==> src/rtl/wb_uart_rx_pkg.sv <==
`default_nettype none
// ============================================================================
//  Module      : wb_uart_rx_pkg
//  Description : Shared SoC definitions for the Wishbone UART receiver:
//                register offsets, register bit positions and the
//                receive FSM state type.
//  Revision    : 1.0 - initial release
// ============================================================================
package wb_uart_rx_pkg;

    // Register offsets as seen on wb_addr_i[3:2]
    localparam logic [1:0] REG_RXDATA = 2'd0;
    localparam logic [1:0] REG_STATUS = 2'd1;
    localparam logic [1:0] REG_LEVEL  = 2'd2;
    localparam logic [1:0] REG_CTRL   = 2'd3;

    // RXDATA fields
    localparam int unsigned RXDATA_VALID_BIT = 8;

    // STATUS bit positions
    localparam int unsigned STATUS_NOT_EMPTY_BIT = 0;
    localparam int unsigned STATUS_FULL_BIT      = 1;
    localparam int unsigned STATUS_OVERRUN_BIT   = 2;
    localparam int unsigned STATUS_FRAME_ERR_BIT = 3;

    // CTRL bit positions
    localparam int unsigned CTRL_IRQ_EN_BIT = 0;

    // Receive FSM states
    typedef enum logic [1:0] {
        S_IDLE  = 2'd0,
        S_START = 2'd1,
        S_DATA  = 2'd2,
        S_STOP  = 2'd3
    } rx_state_t;

endpackage : wb_uart_rx_pkg
`default_nettype wire

==> src/rtl/wb_uart_rx_core.sv <==
`default_nettype none
// ============================================================================
//  Module      : uart_rx_core
//  Description : Serial receive engine: 2-flop input synchronizer, start-bit
//                validation, 8N1 bit sampling. Emits a received byte with a
//                one-cycle valid strobe, or a one-cycle frame-error strobe.
//  Revision    : 1.0 - initial release
// ============================================================================
module uart_rx_core
    import wb_uart_rx_pkg::*;
#(
    parameter int unsigned CLKS_PER_BIT = 434
) (
    input  logic       clk_i,
    input  logic       rst_n_i,
    input  logic       rx_i,
    output logic [7:0] byte_o,
    output logic       valid_o,
    output logic       frame_err_o
);

    localparam int unsigned TIMER_W = $clog2(CLKS_PER_BIT);
    // Start bit is checked half a bit in; data/stop samples one full bit apart
    localparam logic [TIMER_W-1:0] HALF_M1 = TIMER_W'(CLKS_PER_BIT / 2 - 1);
    localparam logic [TIMER_W-1:0] FULL_M1 = TIMER_W'(CLKS_PER_BIT - 1);

    logic [1:0]         sync_q;
    logic               prev_q;
    logic               w_rx;
    logic               w_fall;
    rx_state_t          state_q;
    logic [TIMER_W-1:0] timer_q;
    logic [2:0]         bit_idx_q;
    logic [7:0]         shift_q;

    assign w_rx   = sync_q[1];
    assign w_fall = prev_q & ~w_rx;

    // Bring the asynchronous line into the clock domain; idle level is high
    always_ff @(posedge clk_i or negedge rst_n_i) begin
        if (!rst_n_i) begin
            sync_q <= 2'b11;
            prev_q <= 1'b1;
        end else begin
            sync_q <= {sync_q[0], rx_i};
            prev_q <= w_rx;
        end
    end

    // Frame FSM with bit timer; outputs are registered strobes
    always_ff @(posedge clk_i or negedge rst_n_i) begin
        if (!rst_n_i) begin
            state_q     <= S_IDLE;
            timer_q     <= '0;
            bit_idx_q   <= '0;
            shift_q     <= '0;
            byte_o      <= '0;
            valid_o     <= 1'b0;
            frame_err_o <= 1'b0;
        end else begin
            valid_o     <= 1'b0;
            frame_err_o <= 1'b0;
            unique case (state_q)
                S_IDLE: begin
                    timer_q   <= '0;
                    bit_idx_q <= '0;
                    if (w_fall) begin
                        state_q <= S_START;
                    end
                end
                S_START: begin
                    if (timer_q == HALF_M1) begin
                        timer_q <= '0;
                        // A line already back high mid start bit was only a glitch
                        state_q <= w_rx ? S_IDLE : S_DATA;
                    end else begin
                        timer_q <= timer_q + TIMER_W'(1);
                    end
                end
                S_DATA: begin
                    if (timer_q == FULL_M1) begin
                        timer_q <= '0;
                        shift_q <= {w_rx, shift_q[7:1]};
                        if (bit_idx_q == 3'd7) begin
                            state_q <= S_STOP;
                        end else begin
                            bit_idx_q <= bit_idx_q + 3'd1;
                        end
                    end else begin
                        timer_q <= timer_q + TIMER_W'(1);
                    end
                end
                S_STOP: begin
                    if (timer_q == FULL_M1) begin
                        timer_q <= '0;
                        state_q <= S_IDLE;
                        if (w_rx) begin
                            byte_o  <= shift_q;
                            valid_o <= 1'b1;
                        end else begin
                            frame_err_o <= 1'b1;
                        end
                    end else begin
                        timer_q <= timer_q + TIMER_W'(1);
                    end
                end
                default: state_q <= S_IDLE;
            endcase
        end
    end

endmodule : uart_rx_core
`default_nettype wire

==> src/rtl/wb_uart_rx.sv <==
`default_nettype none
// ============================================================================
//  Module      : wb_uart_rx
//  Description : Wishbone-attached UART receiver with RX FIFO, sticky
//                overrun / frame-error status and a level interrupt.
//  Revision    : 1.0 - initial release
// ============================================================================
module wb_uart_rx
    import wb_uart_rx_pkg::*;
#(
    parameter int unsigned WB_DATA_WIDTH = 32,
    parameter int unsigned WB_ADDR_WIDTH = 32,
    parameter int unsigned CLKS_PER_BIT  = 434,
    parameter int unsigned FIFO_DEPTH    = 16
) (
    input  logic                     clk_i,
    input  logic                     rst_n_i,
    input  logic [WB_ADDR_WIDTH-1:0] wb_addr_i,
    input  logic [WB_DATA_WIDTH-1:0] wb_data_i,
    input  logic [3:0]               wb_sel_i,
    input  logic                     wb_we_i,
    input  logic                     wb_cyc_i,
    input  logic                     wb_stb_i,
    output logic                     wb_ack_o,
    output logic [WB_DATA_WIDTH-1:0] wb_data_o,
    input  logic                     uart_rx_i,
    output logic                     rx_irq_o
);

    localparam int unsigned PTR_W = $clog2(FIFO_DEPTH);
    localparam int unsigned CNT_W = PTR_W + 1;

    logic [7:0]               core_byte;
    logic                     core_valid;
    logic                     core_ferr;

    logic [7:0]               mem_q [FIFO_DEPTH];
    logic [PTR_W-1:0]         wr_ptr_q;
    logic [PTR_W-1:0]         rd_ptr_q;
    logic [CNT_W-1:0]         count_q;
    logic                     overrun_q;
    logic                     frame_err_q;
    logic                     irq_en_q;

    logic                     w_req;
    logic                     w_rd;
    logic                     w_wr;
    logic [1:0]               w_reg;
    logic                     w_empty;
    logic                     w_full;
    logic                     w_pop;
    logic                     w_push;
    logic                     w_ovr_set;
    logic                     w_w1c_ovr;
    logic                     w_w1c_ferr;
    logic [WB_DATA_WIDTH-1:0] w_rdata;
    logic                     w_unused;

    uart_rx_core #(
        .CLKS_PER_BIT (CLKS_PER_BIT)
    ) u_core (
        .clk_i       (clk_i),
        .rst_n_i     (rst_n_i),
        .rx_i        (uart_rx_i),
        .byte_o      (core_byte),
        .valid_o     (core_valid),
        .frame_err_o (core_ferr)
    );

    // Only the register index, byte lane 0 and the low data byte are decoded
    assign w_unused = ^{wb_addr_i, wb_data_i, wb_sel_i};

    assign w_req   = wb_cyc_i & wb_stb_i & ~wb_ack_o;
    assign w_rd    = w_req & ~wb_we_i;
    assign w_wr    = w_req &  wb_we_i;
    assign w_reg   = wb_addr_i[3:2];
    assign w_empty = (count_q == '0);
    assign w_full  = (count_q == CNT_W'(FIFO_DEPTH));

    // A pop in the same cycle frees the slot, so a full FIFO still accepts the push
    assign w_pop     = w_rd & (w_reg == REG_RXDATA) & ~w_empty;
    assign w_push    = core_valid & (~w_full | w_pop);
    assign w_ovr_set = core_valid & w_full & ~w_pop;

    assign w_w1c_ovr  = w_wr & (w_reg == REG_STATUS) & wb_sel_i[0] & wb_data_i[STATUS_OVERRUN_BIT];
    assign w_w1c_ferr = w_wr & (w_reg == REG_STATUS) & wb_sel_i[0] & wb_data_i[STATUS_FRAME_ERR_BIT];

    // Read-data mux; unused bits stay zero
    always_comb begin
        w_rdata = '0;
        unique case (w_reg)
            REG_RXDATA: begin
                if (!w_empty) begin
                    w_rdata[7:0]             = mem_q[rd_ptr_q];
                    w_rdata[RXDATA_VALID_BIT] = 1'b1;
                end
            end
            REG_STATUS: begin
                w_rdata[STATUS_NOT_EMPTY_BIT] = ~w_empty;
                w_rdata[STATUS_FULL_BIT]      = w_full;
                w_rdata[STATUS_OVERRUN_BIT]   = overrun_q;
                w_rdata[STATUS_FRAME_ERR_BIT] = frame_err_q;
            end
            REG_LEVEL: w_rdata[CNT_W-1:0] = count_q;
            default:   w_rdata[CTRL_IRQ_EN_BIT] = irq_en_q;
        endcase
    end

    // FIFO storage has no reset; validity is governed by the pointers
    always_ff @(posedge clk_i) begin
        if (w_push) begin
            mem_q[wr_ptr_q] <= core_byte;
        end
    end

    // FIFO pointers, occupancy, status and control registers
    always_ff @(posedge clk_i or negedge rst_n_i) begin
        if (!rst_n_i) begin
            wr_ptr_q    <= '0;
            rd_ptr_q    <= '0;
            count_q     <= '0;
            overrun_q   <= 1'b0;
            frame_err_q <= 1'b0;
            irq_en_q    <= 1'b0;
        end else begin
            if (w_push) begin
                wr_ptr_q <= wr_ptr_q + PTR_W'(1);
            end
            if (w_pop) begin
                rd_ptr_q <= rd_ptr_q + PTR_W'(1);
            end
            if (w_push && !w_pop) begin
                count_q <= count_q + CNT_W'(1);
            end else if (w_pop && !w_push) begin
                count_q <= count_q - CNT_W'(1);
            end
            // A new error event wins over a simultaneous clear
            overrun_q   <= (overrun_q   & ~w_w1c_ovr)  | w_ovr_set;
            frame_err_q <= (frame_err_q & ~w_w1c_ferr) | core_ferr;
            if (w_wr && (w_reg == REG_CTRL) && wb_sel_i[0]) begin
                irq_en_q <= wb_data_i[CTRL_IRQ_EN_BIT];
            end
        end
    end

    // Wishbone response and level interrupt, both registered
    always_ff @(posedge clk_i or negedge rst_n_i) begin
        if (!rst_n_i) begin
            wb_ack_o  <= 1'b0;
            wb_data_o <= '0;
            rx_irq_o  <= 1'b0;
        end else begin
            wb_ack_o  <= w_req;
            wb_data_o <= w_rd ? w_rdata : '0;
            rx_irq_o  <= irq_en_q & (~w_empty | overrun_q | frame_err_q);
        end
    end

endmodule : wb_uart_rx
`default_nettype wire

==> config.mk <==
export PLATFORM = sky130hd
export DESIGN_NAME = wb_uart_rx
export DESIGN_NICKNAME = d
export VERILOG_FILES = /design/src/rtl/wb_uart_rx_pkg.sv /design/src/rtl/wb_uart_rx_core.sv /design/src/rtl/wb_uart_rx.sv
export SDC_FILE = /design/constraint.sdc
export NUM_CORES = 1
export LEC_CHECK = 0
export CAP_MARGIN = 20
export CORE_MARGIN = 2
export CORE_UTILIZATION = 59
export CTS_CLUSTER_SIZE = 12
export DETAILED_ROUTE_END_ITERATION = 8
export PLACE_DENSITY = 0.94
export SLEW_MARGIN = 5
export SYNTH_ARGS = -nofsm -noshare
export SYNTH_HDL_FRONTEND = slang
export SYNTH_SLANG_ARGS = --single-unit
==> constraint.sdc <==
create_clock -name clk_i -period 7.4 [get_ports clk_i]
set_input_delay 1.48 -clock clk_i [delete_from_list [all_inputs] [get_ports clk_i]]
set_output_delay 1.48 -clock clk_i [all_outputs]
set_load 0.005 [all_outputs]
==> results of run 1 <==
## sequential cells by signal, summed over array words and instances (netlist names), 2 cells and up, named ones only
name,count
count_q,5
mem_q,128
rd_ptr_q,4
u_core.bit_idx_q,3
u_core.byte_o,8
u_core.shift_q,8
u_core.sync_q,2
u_core.timer_q,9
wb_data_o,9
wr_ptr_q,4
## layout by cell type (no fill, tap or decap), drive strengths merged, types with 7 or more instances in the layout
master / n
buf: 8
mux4: 32
edfxtp: 128
nand2: 51
conb: 23
inv: 8
clkbuf: 18
dfrtp: 59
xor2: 8
xnor2: 10
nor2b: 7
mux2i: 7
o21ai: 7
nor2: 32
nand3: 10
clkdlybuf4s50: 21
mux2: 15
ha: 14
## path summary, 6_finish.rpt
path	from	end	slack, ns
max in group asynchronous	rst_n_i	rd_ptr_q[0]$_DFFE_PN0P_	5.64
min in group asynchronous	rst_n_i	u_core.timer_q[2]$_DFF_PN0_	1.21
min	u_core.sync_q[0]$_DFF_PN1_	u_core.sync_q[1]$_DFF_PN1_	0.36
max reg2reg	count_q[0]$_DFFE_PN0P_	count_q[4]$_DFFE_PN0P_	3.98
max	wb_we_i	count_q[4]$_DFFE_PN0P_	2.92
min reg2reg	u_core.sync_q[0]$_DFF_PN1_	u_core.sync_q[1]$_DFF_PN1_	0.36
## per-layer routing
metal  routed length [um]  part of all wire, %
met5                    0                    0
met4                  408                  2.4
met3                 1260                  7.5
met2                 8980                   54
met1                 6060                   36
## per-stage QoR
stage	hold slack (ns)	instance area (sq um)	instances	setup WS, ns	util [%]
3_5_place_dp	0.348	8280	684	2.65	62.5
5_1_grt	0.359	8880	716	2.85	67.1
2_1_floorplan	0.345	8090	525	3.66	-
6_report	0.358	8880	716	2.92	67.1
3_3_place_gp	0.346	8280	684	2.77	62.5
4_1_cts	0.358	8880	716	3.03	67.1
## report_power, final
group | total [W] | switching [W] | internal (W)
sequential | 0.00127 | 0.000110 | 0.00116
combinational | 0.000283 | 0.000139 | 0.000145
clock | 0.000935 | 0.000376 | 0.000559
## critical path, cell delays in order
cell             delay (ns)
clkdlybuf4s50_1        0.43
nand4bb_1              0.50
o311ai_1               0.40
and2_1                 0.40
ha_1                   0.29
inv_1                  0.12
fa_1                   0.43
a21o_1                 0.19
a21oi_1                0.17
xnor2_1                0.16
nor2_1                 0.07
xor2_1                 0.14
## final cells by class
type                       instances  share of cell area [%]
sequential                       190                    60.8
clock buffer                      18                    4.83
timing repair buffer              29                    3.02
tap                              176                    2.48
inverter                           8                   0.338
clock inverter                    14                    1.96
multi-input combinational        281                    26.6
## kinds of logic (layout without fill, tap and decap cells)
logic type,Yosys count,in the layout
compound gates,39,39
xor+xnor,18,18
fa+ha+maj,15,15
buf+inv,54,69
flops,190,190
mux,54,54
other cells,1,23
simple gates,132,132
==> metrics, run 1 <==
Clock Tree Root=clkbuf_16; Core Footprint=between 10,000 and 15,000 sq um; cell taking the most area after synthesis=edfxtp_1; Area Growth Syn to Fin=10.9%; most frequent cell after synthesis=edfxtp_1; Post-Synth Simple-Gate Area=under 10%; Starting Density=around three fifths; period utilization=between 60% and 70%; wire per inst=approximately 23 um; Antenna Violating Nets Remaining=0; unrepaired setup endpoints after global routing=false; starting DRC count in detailed routing=between 600 and 700; complex-gate fraction of the synthesized area=under 10%; IO buf count=22; f_max=around 220 MHz; CP max FO=9; Mean Syn Cell Area=15.9 sq um; Tot GR Track Use=roughly 24%; M2 GR Usage=42.4%; CTS sink cnt=between 150 and 200; fin crit period=approximately 4.5 ns; Setup Skew=between 0.01 and 0.015 ns; worst hold stages=0; First-pass DRT Iterations=5; GRT met1 Usage=30.5%; DRC viols=0; H-tree levels=4; worst-margin pin slew=~1.0 ns; share of synthesized cell area in full adder, half adder and majority cells=under 10%; via count=4,549; Total Wirelength=around 17,000 um; Synth cell types=58; vias per inst=about 6.4; dominant synthesized flop cell=edfxtp_1; EDFF count, synth=~130; status=finished clean; post-DP HPWL=roughly 10,000 um; initial antenna violation count=0; Die X=about 120 um; overall power=~0.0025 W; GR Util met3=between 5 and 6%; slew margin rel.=about 32%; Yosys warnings=0; first-pass GRT wire length=~26,000 um; top cells by area, synth=edfxtp_1 48%, dfrtp_1 18%, mux4_2 6.2%; Post-Syn Area=between 8000 and 9000 sq um; Nets=around 620; CTS Buf Count=17; Register Area=around 5400 sq um; Hold Fails Final Rpt=0; post-synthesis sequential element count=190; # fillers=approximately 810; die area=about 15,000 sq um; CTS tree=built; Max Slew Vio Count=0; Setup TNS=0 ns; Synth async-reset ratio=between 30 and 40%; pwr/cell area=about 280 nW/um^2; largest net degree at the start of global routing=63; clock insertion delay at the later pin of the skew report=approximately 0.43 ns; WS Path Type=in -> reg; HP Class=reg -> reg; clock slew at reported path FFs=0.07 ns; post-synthesis instance total=503; main combinational cell family by area after synthesis=multiplexers; Arr. time, crit path=between 4 and 5 ns; XOR/XNOR share of the synthesized area=1.97%; ANT cells=0; max-cap check violation count=0; Post-synth top cells=128 x edfxtp_1, 59 x dfrtp_1, 51 x nand2_1; # setup viols final=0; std cell rows=42; Worst setup EP type=flip-flop; CTS Hold Bufs=0; Leakage=around 3.6 nW; multiplexer share of the synthesized area=between 10% and 20%; Worst setup SP type=input port; share of cells above drive strength 1=roughly 15%; Yosys top cell area share=48.0%; Top Usage Layer GRT=met2; grt ovf=0; Top Ports=108; area taken by multi-input logic gates=~2400 sq um; worst endpoint required time=~7.7 ns; Peak VDD IR=158 uV; vias in the first global route=4,529; GPL Wtd Cong=between 0.7 and 0.8; Reg2Reg Depth=12; Post-CTS Resized=0; Bufs on Longest Clock Path=2; Die Ht=120 um; post-CTS setup buffer count=0; sequential area share after synthesis=around 67%
Note: power is estimated with default switching activity, not from simulation.
==> run 2: changes to the inputs <==
--- a/config.mk
+++ b/config.mk
@@ -7,10 +7,10 @@
 export LEC_CHECK = 0
 export CAP_MARGIN = 20
 export CORE_MARGIN = 2
-export CORE_UTILIZATION = 59
+export CORE_UTILIZATION = 55
 export CTS_CLUSTER_SIZE = 12
 export DETAILED_ROUTE_END_ITERATION = 8
-export PLACE_DENSITY = 0.94
+export PLACE_DENSITY = 0.89
 export SLEW_MARGIN = 5
 export SYNTH_ARGS = -nofsm -noshare
 export SYNTH_HDL_FRONTEND = slang
==> constraint.sdc (replaced) <==
create_clock -name clk_i -period 4.7 [get_ports clk_i]
set_input_delay 0.94 -clock clk_i [delete_from_list [all_inputs] [get_ports clk_i]]
set_output_delay 0.94 -clock clk_i [all_outputs]
set_load 0.005 [all_outputs]
==> run 2 against run 1 <==
Wire length fell by 3.5%. Die area is 7.0% higher. Worst setup slack got worse by 2.0 ns. Register-to-register slack worse by 2.6 ns. Clock power grew 52%. Sequential share of layout area down 0.37 points. Clock skew is 0.00061 ns lower.
==> metrics, run 2 (synthesis results as in run 1) <==
hold endpoint=u_core.sync_q[1]$_DFF_PN1_; Bufs on Longest Clock Path=2 (unchanged); commonest cells after routing, fill and taps aside=128 x edfxtp_1, 58 x dfrtp_1, 51 x nand2_1; max reg flops=128 (unchanged); worst min-delay path startpoint=u_core.sync_q[0]$_DFF_PN1_; Reg2Reg Depth=12 (unchanged); ANT cells=0 (unchanged); most common cell after layout, fill and taps aside=edfxtp_1; hold_ws=0.356 ns (-0.00192 ns); largest register by flop count=mem_q; worst endpoint required time=5.01 ns (-2.70 ns); Worst setup EP type=flip-flop; Leakage=3.67 nW (+0.90%); clock insertion delay at the later pin of the skew report=0.43 ns (about the same); Tot GR Track Use=22.0% (-2.5 points); # setup viols final=0 (unchanged); pwr/cell area=435 nW/um^2 (+55%); slew margin rel.=31.6% (-0.84 points); CTS Hold Bufs=0 (unchanged); Starting Density=55.7% (-4.7 points); Die Ht=125 um (+3.5%); via count=4,495 (-1.2%); Nets=621 (+0.81%); period utilization=80.2%; Total Wirelength=16,100 um (-3.5%); Post-CTS Resized=0 (unchanged); die area=15,500 sq um (+7.0%); Core Footprint=14,400 sq um (+8.5%); vias in the first global route=4,610 (+1.8%); fin crit period=~3.8 ns; H-tree levels=4 (unchanged); Final Cell Area=8930 sq um (+0.62%); GPL Wtd Cong=0.801 (+0.86%); Setup TNS=0 ns (unchanged); Die X=125 um (+3.5%); Clock Tree Root=clkbuf_16; share of cells above drive strength 1=15.2% (+0.044 points); unrepaired setup endpoints after global routing=false; vias per inst=6.17 (-2.9%); Peak VDD IR=317 uV (+100%); worst hold stages=0 (unchanged); flop2flop setup slack=1.35 ns (-2.63 ns); initial antenna violation count=0 (unchanged); starting DRC count in detailed routing=608 (-8.7%); max-cap check violation count=0 (unchanged); fin util=62.2% (-4.9 points); biggest regs=mem_q: 128 flops, u_core.timer_q: 9 flops, wb_data_o: 9 flops; post-DP HPWL=9710 um (-5.3%); worst-margin pin slew=1.03 ns (+0.0126 ns); Worst setup SP type=input port; First-pass DRT Iterations=5 (unchanged); wire per inst=22.1 um (-5.2%); post-CTS setup buffer count=0 (unchanged); FF-to-FF End=count_q[4]$_DFFE_PN0P_; Setup Skew=0.00966 ns (-0.000612 ns); DRC viols=0 (unchanged); CTS tree=built; IO buf count=22 (unchanged); WS Path Type=in -> reg; std cell rows=44 (+4.8%); Antenna Violating Nets Remaining=0 (unchanged); Max Slew Vio Count=0 (unchanged); grt ovf=0 (unchanged); f_max=about 270 MHz; CTS sink cnt=190 (unchanged); CTS Buf Count=17 (unchanged); CP max FO=9 (unchanged); first-pass GRT wire length=25,700 um (-0.69%); HP Class=reg -> reg; Arr. time, crit path=4.08 ns (-0.70 ns); # fillers=952 (+18%); status=finished clean; clock slew at reported path FFs=0.06 ns (about the same); Top Ports=108 (unchanged); Post-DP Area=8340 sq um (+0.73%); r2r startpoint=count_q[0]$_DFFE_PN0P_; Area Growth Syn to Fin=11.6%; final cell count without fillers=729 (+1.8%); largest net degree at the start of global routing=37 (-41%); Hold Fails Final Rpt=0 (unchanged); Placed Instances=696 (+1.8%)
## run 2: cell types whose count changed in the layout (fill, tap and decap cells not counted), sizes merged
cell / change
buf: +5
bufinv: -1
clkbuf: +6
clkinvlp: -4
clkinv: -1
## run 2: where the power goes
part           internal (W)  leakage (nW)  switching, W
Sequential          0.00183          2.31      0.000110
Combinational      0.000244          1.07      0.000281
Clock              0.000847         0.281      0.000574
## run 2: worst max-delay path, stage by stage
cell and delay, ns:
clkdlybuf4s50_1 0.44, nand4bb_1 0.24, buf_4 0.21, o311ai_1 0.28, and2_1 0.39, ha_1 0.27, inv_1 0.12, fa_1 0.43
a21o_1 0.19, a21oi_1 0.18, xnor2_1 0.16, nor2_1 0.08, xor2_1 0.15
## run 2: through the flow
stage          worst slack (ns)  power [W]
2_1_floorplan              1.50    0.00237
3_3_place_gp              0.837    0.00243
5_1_grt                   0.786    0.00402
4_1_cts                    1.00    0.00388
6_report                  0.930    0.00389
3_5_place_dp              0.698    0.00246
## run 2: worst max-delay path by stage
stage | start | end | slack [ns] | cells after the start
3_3_place_gp | wb_we_i | count_q[4]$_DFFE_PN0P_ | 0.84 | 13
2_1_floorplan | wb_we_i | count_q[4]$_DFFE_PN0P_ | 1.50 | 13
4_1_cts | wb_we_i | count_q[4]$_DFFE_PN0P_ | 1.00 | 13
3_5_place_dp | wb_we_i | count_q[4]$_DFFE_PN0P_ | 0.70 | 13
6_report | wb_we_i | count_q[4]$_DFFE_PN0P_ | 0.93 | 13
5_1_grt | wb_we_i | count_q[4]$_DFFE_PN0P_ | 0.79 | 13
## run 2: metal layers
layer	track usage, %	vias up	routed length, um	part of all wire, %
met5	0	-	0	0
li1	-	1906	-	-
met4	8.86	0	500	3.1
met2	37.1	240	8390	52
met3	5.41	52	1140	7.1
met1	27.6	2297	6090	38
## run 2: layout make-up
cell class              count  area [sq um]  share of cell area [%]
flip-flops and latches    190          5400                    60.4
clock inverters             8           116                    1.30
inverters                   8          30.0                   0.336
clock buffers              24           462                    5.17
well taps                 184           230                    2.58
multi-input cells         281          2360                    26.4
repair buffers             34           338                    3.78
